File: src/rtl/spi_device_pkg.sv
// Shared definitions for the SPI device block.
// Holds the register offsets decoded from device_addr_i[11:0] and the
// bit positions of the STATUS register.
package spi_device_pkg;

    localparam logic [11:0] RegRxData = 12'h000;
    localparam logic [11:0] RegStatus = 12'h004;
    localparam logic [11:0] RegTxData = 12'h008;

    localparam int StatusEmptyBit    = 0;
    localparam int StatusFullBit     = 1;
    localparam int StatusOverflowBit = 2;

endpackage

File: src/rtl/spi_device_if.sv
// Register bus between a host core and the SPI device.
// master: drives request, address, write enable, byte enables and write data.
// slave : returns a response valid one cycle after each request, plus read data.
interface spi_device_if;

    logic        device_req_i;
    logic [31:0] device_addr_i;
    logic        device_we_i;
    logic [3:0]  device_be_i;
    logic [31:0] device_wdata_i;
    logic        device_rvalid_o;
    logic [31:0] device_rdata_o;

    modport master (
        output device_req_i, device_addr_i, device_we_i, device_be_i, device_wdata_i,
        input  device_rvalid_o, device_rdata_o
    );

    modport slave (
        input  device_req_i, device_addr_i, device_we_i, device_be_i, device_wdata_i,
        output device_rvalid_o, device_rdata_o
    );

endinterface

File: src/rtl/spi_device_shifter.sv
// SPI mode-0 serial engine: pin synchronisers, edge detection, bit counter,
// RX and TX shift registers.
// Ports:
//   clk_i, rst_i          system clock, synchronous active-high reset
//   sck_i, cs_ni, mosi_i  raw SPI pins from the external host
//   tx_data_i             byte presented to the host in every byte slot
//   push_o, push_data_o   one-cycle pulse with a completed received byte
//   miso_o, miso_oe_o     serial data to the host and its output enable
module spi_device_shifter #(
    parameter int SyncStages = 2
) (
    input  logic       clk_i,
    input  logic       rst_i,
    input  logic       sck_i,
    input  logic       cs_ni,
    input  logic       mosi_i,
    input  logic [7:0] tx_data_i,
    output logic       push_o,
    output logic [7:0] push_data_o,
    output logic       miso_o,
    output logic       miso_oe_o
);

    logic [SyncStages-1:0] sck_sync_q, cs_sync_q, mosi_sync_q;
    logic [SyncStages:0]   flush_q;
    logic                  sck_prev_q, cs_prev_q, armed_q;
    logic [2:0]            bit_cnt_q;
    logic [7:0]            rx_shift_q, tx_shift_q;

    logic sck_s, cs_s, mosi_s, edges_ok;
    logic sck_rise, sck_fall, cs_fall, cs_rise, rx_active;

    assign sck_s  = sck_sync_q[SyncStages-1];
    assign cs_s   = cs_sync_q[SyncStages-1];
    assign mosi_s = mosi_sync_q[SyncStages-1];

    // Right after reset the synchronisers hold their reset values, not pin
    // data. Edges are ignored until the chain has been refilled from the pins,
    // so a host still holding cs low across reset does not look like a new frame.
    assign edges_ok = flush_q[SyncStages];

    assign sck_rise = edges_ok &  sck_s & ~sck_prev_q;
    assign sck_fall = edges_ok & ~sck_s &  sck_prev_q;
    assign cs_fall  = edges_ok & ~cs_s  &  cs_prev_q;
    assign cs_rise  = edges_ok &  cs_s  & ~cs_prev_q;

    // armed_q is only set by a real cs falling edge, so a frame interrupted
    // by reset stays ignored until the host reselects the device.
    assign rx_active = armed_q & ~cs_s;

    always_ff @(posedge clk_i) begin
        if (rst_i) begin
            sck_sync_q  <= '0;
            cs_sync_q   <= '1;
            mosi_sync_q <= '0;
            flush_q     <= '0;
            sck_prev_q  <= 1'b0;
            cs_prev_q   <= 1'b1;
            armed_q     <= 1'b0;
            bit_cnt_q   <= 3'd0;
            rx_shift_q  <= 8'h00;
            tx_shift_q  <= 8'h00;
            push_o      <= 1'b0;
            push_data_o <= 8'h00;
        end else begin
            sck_sync_q  <= {sck_sync_q[SyncStages-2:0], sck_i};
            cs_sync_q   <= {cs_sync_q[SyncStages-2:0], cs_ni};
            mosi_sync_q <= {mosi_sync_q[SyncStages-2:0], mosi_i};
            flush_q     <= {flush_q[SyncStages-1:0], 1'b1};
            sck_prev_q  <= sck_s;
            cs_prev_q   <= cs_s;
            push_o      <= 1'b0;

            if (cs_fall) begin
                armed_q <= 1'b1;
            end else if (cs_rise) begin
                armed_q <= 1'b0;
            end

            if (!rx_active) begin
                bit_cnt_q  <= 3'd0;
                rx_shift_q <= 8'h00;
            end else if (sck_rise) begin
                rx_shift_q <= {rx_shift_q[6:0], mosi_s};
                bit_cnt_q  <= bit_cnt_q + 3'd1;
                if (bit_cnt_q == 3'd7) begin
                    push_o      <= 1'b1;
                    push_data_o <= {rx_shift_q[6:0], mosi_s};
                end
            end

            // Counter at 0 on a falling edge means a byte boundary: reload.
            if (cs_fall) begin
                tx_shift_q <= tx_data_i;
            end else if (rx_active && sck_fall) begin
                if (bit_cnt_q == 3'd0) begin
                    tx_shift_q <= tx_data_i;
                end else begin
                    tx_shift_q <= {tx_shift_q[6:0], 1'b0};
                end
            end
        end
    end

    assign miso_o    = tx_shift_q[7] & ~cs_s;
    assign miso_oe_o = ~cs_s;

endmodule

File: src/rtl/spi_device_top.sv
// SPI device with a register bus: RX FIFO, STATUS and TX_DATA registers.
// Ports:
//   clk_i, rst_i   system clock, synchronous active-high reset
//   bus            register bus (slave side), rvalid one cycle after request
//   sck_i, cs_ni, mosi_i, miso_o, miso_oe_o   SPI mode-0 pins
//   rx_irq_o       high while the RX FIFO holds data
module spi_device_top
    import spi_device_pkg::*;
#(
    parameter int RxDepth    = 16,
    parameter int SyncStages = 2
) (
    input  logic         clk_i,
    input  logic         rst_i,
    spi_device_if.slave  bus,
    input  logic         sck_i,
    input  logic         cs_ni,
    input  logic         mosi_i,
    output logic         miso_o,
    output logic         miso_oe_o,
    output logic         rx_irq_o
);

    localparam int PtrW = $clog2(RxDepth);
    localparam logic [PtrW:0] FullCount = RxDepth[PtrW:0];

    logic [7:0]      fifo_mem [RxDepth];
    logic [PtrW-1:0] wr_ptr_q, rd_ptr_q;
    logic [PtrW:0]   count_q;
    logic            overflow_q;
    logic [7:0]      tx_data_q;
    logic            rvalid_q;
    logic [31:0]     rdata_q, rdata_d;

    logic       push;
    logic [7:0] push_data;
    logic       rx_empty, rx_full;
    logic [11:0] addr;
    logic       rd, wr, sel_rx, sel_status, sel_tx;
    logic       pop, do_push, ovf_set, ovf_clr;
    logic       unused_bus;

    spi_device_shifter #(.SyncStages(SyncStages)) u_shifter (
        .clk_i       (clk_i),
        .rst_i       (rst_i),
        .sck_i       (sck_i),
        .cs_ni       (cs_ni),
        .mosi_i      (mosi_i),
        .tx_data_i   (tx_data_q),
        .push_o      (push),
        .push_data_o (push_data),
        .miso_o      (miso_o),
        .miso_oe_o   (miso_oe_o)
    );

    assign rx_empty   = (count_q == '0);
    assign rx_full    = (count_q == FullCount);
    assign addr       = bus.device_addr_i[11:0];
    assign rd         = bus.device_req_i & ~bus.device_we_i;
    assign wr         = bus.device_req_i &  bus.device_we_i;
    assign sel_rx     = (addr == RegRxData);
    assign sel_status = (addr == RegStatus);
    assign sel_tx     = (addr == RegTxData);

    // A pop frees a slot in the same cycle, so a push while full still lands.
    assign pop     = rd & sel_rx & ~rx_empty;
    assign do_push = push & (~rx_full | pop);
    assign ovf_set = push & rx_full & ~pop;
    assign ovf_clr = wr & sel_status & bus.device_wdata_i[StatusOverflowBit];

    assign unused_bus = ^{bus.device_be_i, bus.device_addr_i[31:12], bus.device_wdata_i[31:8]};

    always_comb begin
        rdata_d = 32'h0;
        if (rd) begin
            if (sel_rx && !rx_empty) begin
                rdata_d = {24'h0, fifo_mem[rd_ptr_q]};
            end else if (sel_status) begin
                rdata_d[StatusEmptyBit]    = rx_empty;
                rdata_d[StatusFullBit]     = rx_full;
                rdata_d[StatusOverflowBit] = overflow_q;
            end else if (sel_tx) begin
                rdata_d = {24'h0, tx_data_q};
            end
        end
    end

    always_ff @(posedge clk_i) begin
        if (!rst_i && do_push) begin
            fifo_mem[wr_ptr_q] <= push_data;
        end
    end

    always_ff @(posedge clk_i) begin
        if (rst_i) begin
            wr_ptr_q   <= '0;
            rd_ptr_q   <= '0;
            count_q    <= '0;
            overflow_q <= 1'b0;
            tx_data_q  <= 8'h00;
            rvalid_q   <= 1'b0;
            rdata_q    <= 32'h0;
        end else begin
            if (do_push) begin
                wr_ptr_q <= wr_ptr_q + PtrW'(1);
            end
            if (pop) begin
                rd_ptr_q <= rd_ptr_q + PtrW'(1);
            end
            case ({do_push, pop})
                2'b10:   count_q <= count_q + (PtrW+1)'(1);
                2'b01:   count_q <= count_q - (PtrW+1)'(1);
                default: count_q <= count_q;
            endcase

            // A new overflow wins over a clear in the same cycle.
            if (ovf_set) begin
                overflow_q <= 1'b1;
            end else if (ovf_clr) begin
                overflow_q <= 1'b0;
            end

            if (wr && sel_tx) begin
                tx_data_q <= bus.device_wdata_i[7:0];
            end

            rvalid_q <= bus.device_req_i;
            rdata_q  <= rdata_d;
        end
    end

    assign bus.device_rvalid_o = rvalid_q;
    assign bus.device_rdata_o  = rdata_q;
    assign rx_irq_o            = ~rx_empty;

endmodule

File: src/flat_wrapper.sv
// flat-port wrapper written by rule: the top's interface ports become plain ports
module spi_device_top_flat import spi_device_pkg::*;
#(
    parameter int RxDepth    = 16,
    parameter int SyncStages = 2
)
  (clk_i, rst_i, sck_i, cs_ni, mosi_i, miso_o, miso_oe_o, rx_irq_o, bus_device_req_i, bus_device_addr_i, bus_device_we_i, bus_device_be_i, bus_device_wdata_i, bus_device_rvalid_o, bus_device_rdata_o);
  spi_device_if bus_i ();
  input  logic clk_i;
  input  logic rst_i;
  input  logic sck_i;
  input  logic cs_ni;
  input  logic mosi_i;
  output logic miso_o;
  output logic miso_oe_o;
  output logic rx_irq_o;
  input wire logic [$bits(bus_i.device_req_i)-1:0] bus_device_req_i;
  input wire logic [$bits(bus_i.device_addr_i)-1:0] bus_device_addr_i;
  input wire logic [$bits(bus_i.device_we_i)-1:0] bus_device_we_i;
  input wire logic [$bits(bus_i.device_be_i)-1:0] bus_device_be_i;
  input wire logic [$bits(bus_i.device_wdata_i)-1:0] bus_device_wdata_i;
  output wire logic [$bits(bus_i.device_rvalid_o)-1:0] bus_device_rvalid_o;
  output wire logic [$bits(bus_i.device_rdata_o)-1:0] bus_device_rdata_o;
  assign bus_i.device_req_i = bus_device_req_i;
  assign bus_i.device_addr_i = bus_device_addr_i;
  assign bus_i.device_we_i = bus_device_we_i;
  assign bus_i.device_be_i = bus_device_be_i;
  assign bus_i.device_wdata_i = bus_device_wdata_i;
  assign bus_device_rvalid_o = bus_i.device_rvalid_o;
  assign bus_device_rdata_o = bus_i.device_rdata_o;
  spi_device_top #(.RxDepth(RxDepth), .SyncStages(SyncStages)) u_core (.clk_i(clk_i), .rst_i(rst_i), .bus(bus_i), .sck_i(sck_i), .cs_ni(cs_ni), .mosi_i(mosi_i), .miso_o(miso_o), .miso_oe_o(miso_oe_o), .rx_irq_o(rx_irq_o));
endmodule
File: config.mk
export PLATFORM = sky130hd
export DESIGN_NAME = spi_device_top_flat
export DESIGN_NICKNAME = d
export VERILOG_FILES = /design/src/rtl/spi_device_pkg.sv /design/src/rtl/spi_device_if.sv /design/src/rtl/spi_device_shifter.sv /design/src/rtl/spi_device_top.sv /design/src/flat_wrapper.sv
export SDC_FILE = /design/constraint.sdc
export NUM_CORES = 1
export LEC_CHECK = 0
export ABC_AREA = 1
export BUFFER_PORTS_ARGS = -buffer_cell sky130_fd_sc_hd__buf_2
export CORE_UTILIZATION = 41
export DETAILED_ROUTE_END_ITERATION = 10
export PLACE_DENSITY = 0.6
export SYNTH_ARGS = -nofsm -noshare
export SYNTH_HDL_FRONTEND = slang
export SYNTH_SLANG_ARGS = --single-unit
File: constraint.sdc
create_clock -name clk_i -period 2.8 [get_ports clk_i]
set_input_delay 0.56 -clock clk_i [delete_from_list [all_inputs] [get_ports clk_i]]
set_output_delay 0.56 -clock clk_i [all_outputs]
set_load 0.02 [all_outputs]
==> impl_metrics.csv <==
group,metric,value,unit
grt,grt_remaining_overflow,0,
timing,period_needed,2061,ps
logic_synthesis,synth_area,8457,µm²
worst_setup_path,required,2990,ps
timing,layout_setup_ws,738.7,ps
place,dpl.cell_count,1065,
worst_setup_path,worstPathMaxFanout,8,
power,vdd_drop_max,0.3615,mV
route,ant_nets,0,
timing,fin_skew,18.27,ps
route,dr.max_layer_used,"met4",
route,via_per_inst,4.983,
clocking,clk_pin_slew,60,ps
worst_setup_path,critPathCaptureType,"flip-flop",
floorplanning,rows,52,
route,met1_length,8.485,mm
cells_and_area,final_core_util,0.4794,
power,p_leak,3.695,nW
floorplanning,ioPinCount,111,
job,max-cap-violations,0,
place,port_buffers,38,
timing,maxSlewHeadroom,0.4245,
grt,grt_max_degree,65,
route,dr.pass1.iters,4,
logic_synthesis,yosys-top-cells-area,"edfxtp_1 45%, dfxtp_1 18%, nor2_1 5.4%, o21ai_0 4.1%, nand2_1 2.6%",
worst_setup_path,path_class,"reg2reg",
run_status,status,"complete, no violations",
cells_and_area,layout_commonest_cell,"edfxtp_1",
grt,grt_pass1_wl,28.10,mm
cells_and_area,finalNetCount,903,
grt,antenna_found_initial,0,
clocking,cts_made_buffers,22,
worst_setup_path,crit_arrival,2250,ps
cells_and_area,antennaDiodeCount,0,
clocking,cts_tree,"built",
timing,max_freq,0.4851,GHz
clocking,postCtsHoldBufs,0,
worst_setup_path,worstSetupStartpointType,"flip-flop",
worst_hold_path,hold_class,"in2reg",
route,wl_per_cell,16.16,µm
grt,track_usage,0.1697,
grt,grt_pass1_vias,5130,
route,drt_wl_total,17.85,mm
logic_synthesis,synth_cells,767,
timing,hold_viol,0,
timing,finalCritPeriodShare,0.7362,
logic_synthesis,synth_top_area_share,0.4545,
power,fin_total_pwr,6.241,mW
logic_synthesis,syn_area_per_cell,11.03,µm²
clocking,cts_setup_buffers,0,
route,route.met2.wl,8.074,mm
cells_and_area,final_cell_mix,"128 x edfxtp_1, 121 x nor2_1, 72 x dfxtp_1",
floorplanning,core,20230,µm²
route,met3WireLength,841,µm
floorplanning,die_w,145.6,µm
clocking,clk_latency,500,ps
clocking,clock_path_buffers,3,
timing,finalSetupTns,0,ps
floorplanning,die_y,145.6,µm
place,gp_congestion,0.8038,
cells_and_area,layout.cells.non_filler,1105,
floorplanning,die_area,21210,µm²
route,route.vias.total,5506,
logic_synthesis,seq_area_frac_synth,0.6297,
route,drc,0,
timing,slew_viol_final,0,
clocking,ctsRootBufferMaster,"clkbuf_16",
clocking,clock-sinks,202,
cells_and_area,drive_gt1_frac,0.1760,
timing,worst_pin_slew,862.3,ps
logic_synthesis,ys_seq_elements,202,
timing,setup-violations-final,0,
power,cellPowerDensity,643.4,nW/µm²
clocking,cts_resized,0,
logic_synthesis,yosysUniqueCellTypes,44,
logic_synthesis,yosys_warnings,0,
clocking,htreeDepth,1,
place,pre_cts_ws,391.8,ps
place,dp_hpwl,11.44,mm
cells_and_area,area_growth,14.71,%
timing,rsz0062_at_grt,"false",
route,drt-initial-drc-count,423,
logic_synthesis,yosysTopAreaCell,"edfxtp_1",
floorplanning,start_util,0.4179,
power breakdown:
part	switching, mW	total (mW)	leakage, nW	internal [mW]
sequential	0.00326	3.14	1.79	3.14
combinational	0.0741	0.0994	1.54	0.0254
clock	1.12	3.00	0.375	1.88
final cells by class:
cell class / instances / area, µm²
Tap cell: 270 / 337.8
Inverter: 57 / 214.0
Clock buffer: 33 / 653.1
Timing Repair Buffer: 62 / 382.9
Multi-Input combinational cell: 474 / 2676
Fill cell: 1824 / 10530
Sequential cell: 202 / 5328
Clock inverter: 7 / 108.9
synthesized netlist by cell type (all sizes together):
cell type / count
o211ai: 4
o22ai: 2
edfxtp: 128
inv: 56
nand3: 38
nor2: 136
a31oi: 6
a21boi: 1
nand4: 6
ha: 9
a21oi: 18
o21a: 5
clkbuf: 20
o221ai: 22
or2: 2
nor3: 7
buf: 37
clkinv: 1
mux2i: 17
o32ai: 11
xnor2: 1
conb: 1
a211oi: 8
nand3b: 1
xor2: 3
o21ai: 85
dfxtp: 74
nand2: 68
critical path, cell delays in order (launching register included):
cell	delay, ps
dfxtp_1	450
nor2_2	100
nand3_4	160
nand4_1	110
nand2_1	120
nand2_2	100
inv_2	140
nand2_1	180
nor3_1	180
buf_4	220
logic make-up (layout without fill, tap and decap cells):
logic type / after synthesis / count (layout) / share of synthesized area
buf+inv: 114 / 159 / 0.06406
mux: 17 / 17 / 0.02012
compound gates: 162 / 162 / 0.1212
fa+ha+maj: 9 / 9 / 0.01332
simple gates: 258 / 258 / 0.1471
flops: 202 / 202 / 0.6297
other cells: 1 / 24 / 0.0004434
xor+xnor: 4 / 4 / 0.004143
metal layers:
layer | up-vias | track usage
li1 | 2759 | -
met1 | 2587 | 0.2399
met2 | 133 | 0.2683
met3 | 27 | 0.02414
met4 | 0 | 0.05789
met5 | - | 0
per-stage QoR:
step | cell area (µm²) | hold WS [ps]
2_1_floorplan | 8543 | 388.3
3_3_place_gp | 8939 | 388.5
3_5_place_dp | 8939 | 394.6
4_1_cts | 9701 | 228.4
5_1_grt | 9701 | 245.9
6_report | 9701 | 253.2
state kept, by name (all words and copies together) (netlist names), 2 cells and up, named ones only:
register and flops:
u_core.u_shifter.cs_sync_q 2, u_core.fifo_mem 128, u_core.u_shifter.sck_sync_q 2, u_core.bus.device_rdata_o 8, u_core.u_shifter.tx_shift_q 8, u_core.wr_ptr_q 4, u_core.tx_data_q 8, u_core.u_shifter.push_data_o 8
u_core.u_shifter.bit_cnt_q 3, u_core.u_shifter.flush_q 3, u_core.rd_ptr_q 4, u_core.u_shifter.rx_shift_q 7, u_core.u_shifter.mosi_sync_q 2, u_core.count_q 5
final timing paths:
check | to | cells past startpoint | slack (ps) | from
worst min-delay path | u_core.u_shifter.cs_sync_q[0] | 2 | 250 | cs_ni
worst min register to register | u_core.u_shifter.flush_q[1] | 2 | 400 | u_core.u_shifter.flush_q[0]
worst max register to register | u_core.fifo_mem[15][0] | 9 | 740 | u_core.count_q[0]
worst max-delay path | u_core.fifo_mem[15][0] | 9 | 740 | u_core.count_q[0]
Note: power is estimated with default switching activity, not from simulation.
